$ cat src/rtl/ucr_pkg.sv
// Shared definitions for the UCR4 counter and the sequencers that drive it:
// counter function select codes and the step-sequencer state encoding.
package ucr_pkg;

  typedef logic [1:0] ucr_sel_t;

  localparam ucr_sel_t UCR_LOAD = 2'b00;
  localparam ucr_sel_t UCR_DEC  = 2'b01;
  localparam ucr_sel_t UCR_INC  = 2'b10;
  localparam ucr_sel_t UCR_HOLD = 2'b11;

  typedef enum logic [1:0] {
    IDLE  = 2'd0,
    LOAD  = 2'd1,
    FIRST = 2'd2,
    RUN   = 2'd3
  } ucr_seq_state_t;

endpackage

$ cat src/rtl/ucr_step_seq.sv
// Control stage for a UCR4-style counter: loads COUNT, decrements once per
// cycle and reports completion on the counter's terminal borrow (N+1 steps).
module ucr_step_seq
  import ucr_pkg::*;
#(
  parameter int W = 4
) (
  input  logic         CLK,
  input  logic         RESET,
  input  logic         START,
  input  logic [W-1:0] COUNT,
  input  logic         HOLD_REQ,
  input  logic         ABORT,
  output logic         BUSY,
  output logic         STEP,
  output logic         DONE,
  output logic [W-1:0] UCR_D,
  output logic [1:0]   UCR_SEL,
  output logic         UCR_CIN,
  input  logic         UCR_COUT
);

  ucr_seq_state_t state_q, state_d;
  logic [W-1:0]   d_q, d_d;

  always_ff @(posedge CLK or posedge RESET) begin
    if (RESET) begin
      state_q <= IDLE;
      d_q     <= '0;
    end else begin
      state_q <= state_d;
      d_q     <= d_d;
    end
  end

  always_comb begin
    state_d = state_q;
    d_d     = d_q;
    BUSY    = 1'b0;
    STEP    = 1'b0;
    DONE    = 1'b0;
    UCR_SEL = UCR_HOLD;
    UCR_CIN = 1'b0;

    unique case (state_q)
      IDLE: begin
        if (START && !ABORT) begin
          d_d     = COUNT;
          state_d = LOAD;
        end
      end
      LOAD: begin
        BUSY    = 1'b1;
        UCR_SEL = UCR_LOAD;
        state_d = FIRST;
      end
      FIRST: begin
        // COUT still carries the 1 forced by LOAD, so it is not a borrow here
        BUSY = 1'b1;
        if (!HOLD_REQ) begin
          UCR_SEL = UCR_DEC;
          UCR_CIN = 1'b1;
          STEP    = 1'b1;
          state_d = RUN;
        end
      end
      RUN: begin
        BUSY = 1'b1;
        if (UCR_COUT) begin
          DONE    = 1'b1;
          state_d = IDLE;
        end else if (!HOLD_REQ) begin
          UCR_SEL = UCR_DEC;
          UCR_CIN = 1'b1;
          STEP    = 1'b1;
        end
      end
      default: state_d = IDLE;
    endcase

    // Abort wins over everything; the counter is simply left holding.
    if (ABORT && state_q != IDLE) begin
      UCR_SEL = UCR_HOLD;
      UCR_CIN = 1'b0;
      STEP    = 1'b0;
      DONE    = 1'b0;
      state_d = IDLE;
    end
  end

  assign UCR_D = d_q;

endmodule

$ cat config.mk
export PLATFORM = sky130hd
export DESIGN_NAME = ucr_step_seq
export DESIGN_NICKNAME = d
export VERILOG_FILES = /design/src/rtl/ucr_pkg.sv /design/src/rtl/ucr_step_seq.sv
export SDC_FILE = /design/constraint.sdc
export NUM_CORES = 1
export LEC_CHECK = 0
export CORE_AREA = 5 5 42 44
export CTS_CLUSTER_DIAMETER = 60
export DETAILED_ROUTE_END_ITERATION = 6
export DIE_AREA = 0 0 47 49
export SETUP_SLACK_MARGIN = 0.4
export SLEW_MARGIN = 0
export SYNTH_ARGS = -nofsm -noshare
export SYNTH_HDL_FRONTEND = slang
export SYNTH_SLANG_ARGS = --single-unit
$ cat constraint.sdc
create_clock -name CLK -period 3 [get_ports CLK]
set_input_delay 0.45 -clock CLK [delete_from_list [all_inputs] [get_ports CLK]]
set_output_delay 0.45 -clock CLK [all_outputs]
set_load 0.01 [all_outputs]
======== Word level (Yosys, flattened, before mapping) ========
Cells that the tools add are included.
storage, ports and cells
  register bits after elaboration ......... 6
  output and inout bits ................... 10
  word-level logic and storage cells ...... 33
cells by class
  muxes and demuxes ....................... 17
  reduce and logical (&&, ||, !) cells .... 8
  equal/unequal tests ..................... 6
operators by type and width
  cell                number
  $mux 2              7
  $ne 3x3->1 const B  3
  $pmux 2 s4          1
  $mux 1              7
  $pmux 2 s3          1
  $eq 2x2->1 const B  2
  $reduce_and 3->1    1
  $reduce_or 3->1     1
  $eq 2x1->1 const B  1
  $logic_and 1x1->1   2
  $logic_not 2->1     1
  $pmux 1 s2          1
  $reduce_and 2->1    1
  $reduce_bool 2->1   1
  $logic_not 1->1     1

======== Logic depth before layout (Yosys ltp) ========
  depth in word-level cells ............... 5
  depth in mapped cells ................... 5

======== Worst setup path before layout ========
Ideal clock, no wire load.
  kind .................................... register -> output
  from .................................... register state_q[0]
  to ...................................... output port UCR_CIN
  stages on the path, launching flop included .. 6
  slack ................................... 1.179 ns
  arrival ................................. 1.371 ns
  path buffers ............................ 1
  path through ............................ dfrtp_1 > inv_1 > ha_1 > nor2b_1 > nor3_1 > buf_4
between the ends
  word-level cells in the longest chain between the ends .. 3
  elaborated cells between the ends (all ways) .. 6
ends and longest elaborated chain
  item                                                    line                RTL
  from (decl)                                             ucr_step_seq.sv:23  ucr_seq_state_t state_q, state_d;
  from (signal assigned)                                  ucr_step_seq.sv:31  state_q <= state_d;
  $eq 2x2->1 / $reduce_bool 2->1 (equally long branches)  -
  $pmux 1 s2 / $logic_and 1x1->1 (equally long branches)  -
  $mux 1 *                                                -
  to (decl)                                               ucr_step_seq.sv:19  output logic UCR_CIN,
Every way passes the cells marked *; elsewhere a longest branch is shown, timed or not.

======== Worst setup path in the final report ========
  from .................................... input port UCR_COUT
  to ...................................... output port UCR_CIN
between the ends
  word-level cells in the longest chain between the ends .. 3
ends and longest elaborated chain
  item         line                RTL
  from (decl)  ucr_step_seq.sv:20  input logic UCR_COUT
  $mux 1       ucr_step_seq.sv:69  if (UCR_COUT) begin
  $pmux 1 s2   ucr_step_seq.sv:45  unique case (state_q)
  $mux 1       ucr_step_seq.sv:82  if (ABORT && state_q != IDLE) begin
No other way between the ends.

==> reports/metrics.csv <==
metric,value,unit
ioPinCount,20,
switching_power,179,uW
die_x,47,um
grt_pass1_wl,1570,um
fin_cells,81,
synth_warnings,0,
clk_path_buf_depth,2,
hpwlAfterDp,769,um
fin_crit_sh,81.6,%
place_congestion,0.693,
relSlewSlack,81.7,%
place_inst,78,
first_iter_violations,9,
cts_resized,0,
grt-busiest-layer,met2,
cts_setup_buffers,0,
maxCapViolCount,0,
h-tree-depth,1,
crit_type,input port to output port,
required,2.55,ns
drt_wl_total,956,um
nFillCells,147,
tightestPinTransition,0.274,ns
drcViolationCount,0,
synth-seq-cells,6,
cts_tree,yes,
vias,379,
placed_area,628,um^2
finClkSkew,0.00228,ns
seq_power_share,27.7,%
path_clk_slew,0.04,ns
p_leak,0.276,nW
pwr-share-clk,14.3,%
met3_usage,3.32,%
clk_latency,0.24,ns
hold_violations,0,
tns,0,ns
dp_slack,0.495,ns
cts_sinks,6,
finalMaxSlewViolations,0,
die_h,49,um
synth_top_area_share,35.3,%
fin_area,653,um^2
rows,14,
status,finished clean,
rsz0062_at_grt,false,
grt_pass1_vias,405,
coreArea,1400,um^2
portBuffers,19,
synth_area,425,um^2
grt_usage,9.55,%
p_comb_share,58.0,%
setup_viol,0,
yosysSeqAreaShare,35.3,%
synth.distinct_cells,19,
min-delay-path-class,input port to asynchronous set/reset pin,
power_per_cell_area,778,nW/um^2
start_util,30.4,%
syn_area_per_cell,9.67,um^2
nets,82,
overflow,0,
critPathMaxFanout,4,
peakVddDrop,0.000400,V
cts-root-buf,clkbuf_4,
antenna_cells,0,
setup_ws,0.553,ns
area_growth_syn_to_layout,53.5,%
p_int,329,uW
first_pass_iters,3,
use_met2,14.0,%
period_needed,2.45,ns
worstPathArrival,2.00,ns
cts_buffers,3,
drtAntennaViolNets,0,
final_cell_mix,"19 x clkdlybuf4s50_1, 6 x dfrtp_1, 5 x ha_1",
dieArea,2300,um^2
timing.fmax,0.409,GHz
layout_commonest_cell,clkdlybuf4s50_1,
synth.top_cells.by_area,"dfrtp_1 35%, ha_1 15%, mux2_2 11%",
antenna_found_initial,0,
worstSetupStartpointType,input port,
wl_per_cell,11.8,um
grt_util_met1,10.2,%
drive_above_1_share,16.9,%
syn_nets,59,
cts_hold_buf,0,
yosys.area.top_type,dfrtp_1,
synthCells,44,
routed_via_density,4.68,
grt_max_degree,8,
switching_share,35.2,%
worstSetupEndpointType,output port,
fin_hold_ws,0.422,ns
==> routing by layer <==
layer / share of wire [%] / vias to the layer above
met4: 1.0 / 0
met5: 0 / -
met1: 40 / 167
li1: - / 192
met3: 14 / 2
met2: 44 / 18
==> through the flow <==
| step | utilization [%] | total power, mW |
|---|---|---|
| after detailed placement | 44.8 | 0.440 |
| after floorplan | - | 0.300 |
| final | 46.6 | 0.508 |
| after global placement | 44.8 | 0.442 |
| after CTS | 46.4 | 0.519 |
| after global routing | 46.6 | 0.562 |
==> worst paths after layout <==
check                      slack (ns)  depth (start not counted)  startpoint  endpoint
max                              0.55                          5    UCR_COUT   UCR_CIN
min                              0.42                          2       RESET  UCR_D[1]
max reg2reg                      1.50                          4  state_q[0]  UCR_D[1]
min reg2reg                      0.50                          1    UCR_D[0]  UCR_D[0]
max in group asynchronous        2.38                          2       RESET  UCR_D[3]
min in group CLK                 0.50                          1    UCR_D[0]  UCR_D[0]
==> logic make-up (layout without fill, tap and decap cells) <==
kind of cell	count (synthesis)	after routing	synth area share (%)
muxes	4	4	10.6
DFF	6	6	35.3
AOI/OAI and AO/OA	6	6	11.5
buffers and inverters	5	26	5.29
and+or+nand+nor	18	18	22.6
adders and majority gates	5	5	14.7
==> power groups by stage <==
stage                     Combinational, mW  Sequential [mW]  Clock, mW
after floorplan                       0.147            0.154          0
after CTS                             0.300            0.142     0.0779
final                                 0.294            0.141     0.0727
after global placement                0.300            0.142          0
after detailed placement              0.297            0.143          0
after global routing                  0.329            0.148     0.0840
==> synthesized netlist by cell type <==
cell type / n
o21ai_0: 1
nor2_1: 4
inv_1: 4
nor2b_1: 1
o211ai_1: 1
nand3_1: 1
nor3_1: 2
a31oi_1: 1
a2111oi_2: 1
and2b_2: 1
nand2b_1: 4
a211o_2: 1
buf_4: 1
nand3b_1: 2
dfrtp_1: 6
nand2_1: 3
a21oi_1: 1
mux2_2: 4
ha_1: 5
==> flip-flops by register name (all words and copies together) (netlist names) <==
signal	cells
UCR_D	4
state_q	2
==> final cells by class <==
type,instances,area [um^2],share of cell area [%]
Timing Repair Buffer,19,190,29.1
Multi-Input combinational cell,33,255,39.1
Sequential cell,6,150,23.0
Tap cell,16,20.0,3.07
Clock buffer,3,22.5,3.45
Inverter,4,15.0,2.30
==> critical path, cell delays in order <==
cell	delay, ns
clkdlybuf4s50_1	0.47
and2b_2	0.25
nor2_1	0.04
nor3_1	0.21
clkdlybuf4s50_1	0.58
Note: power is estimated with default switching activity, not from simulation.
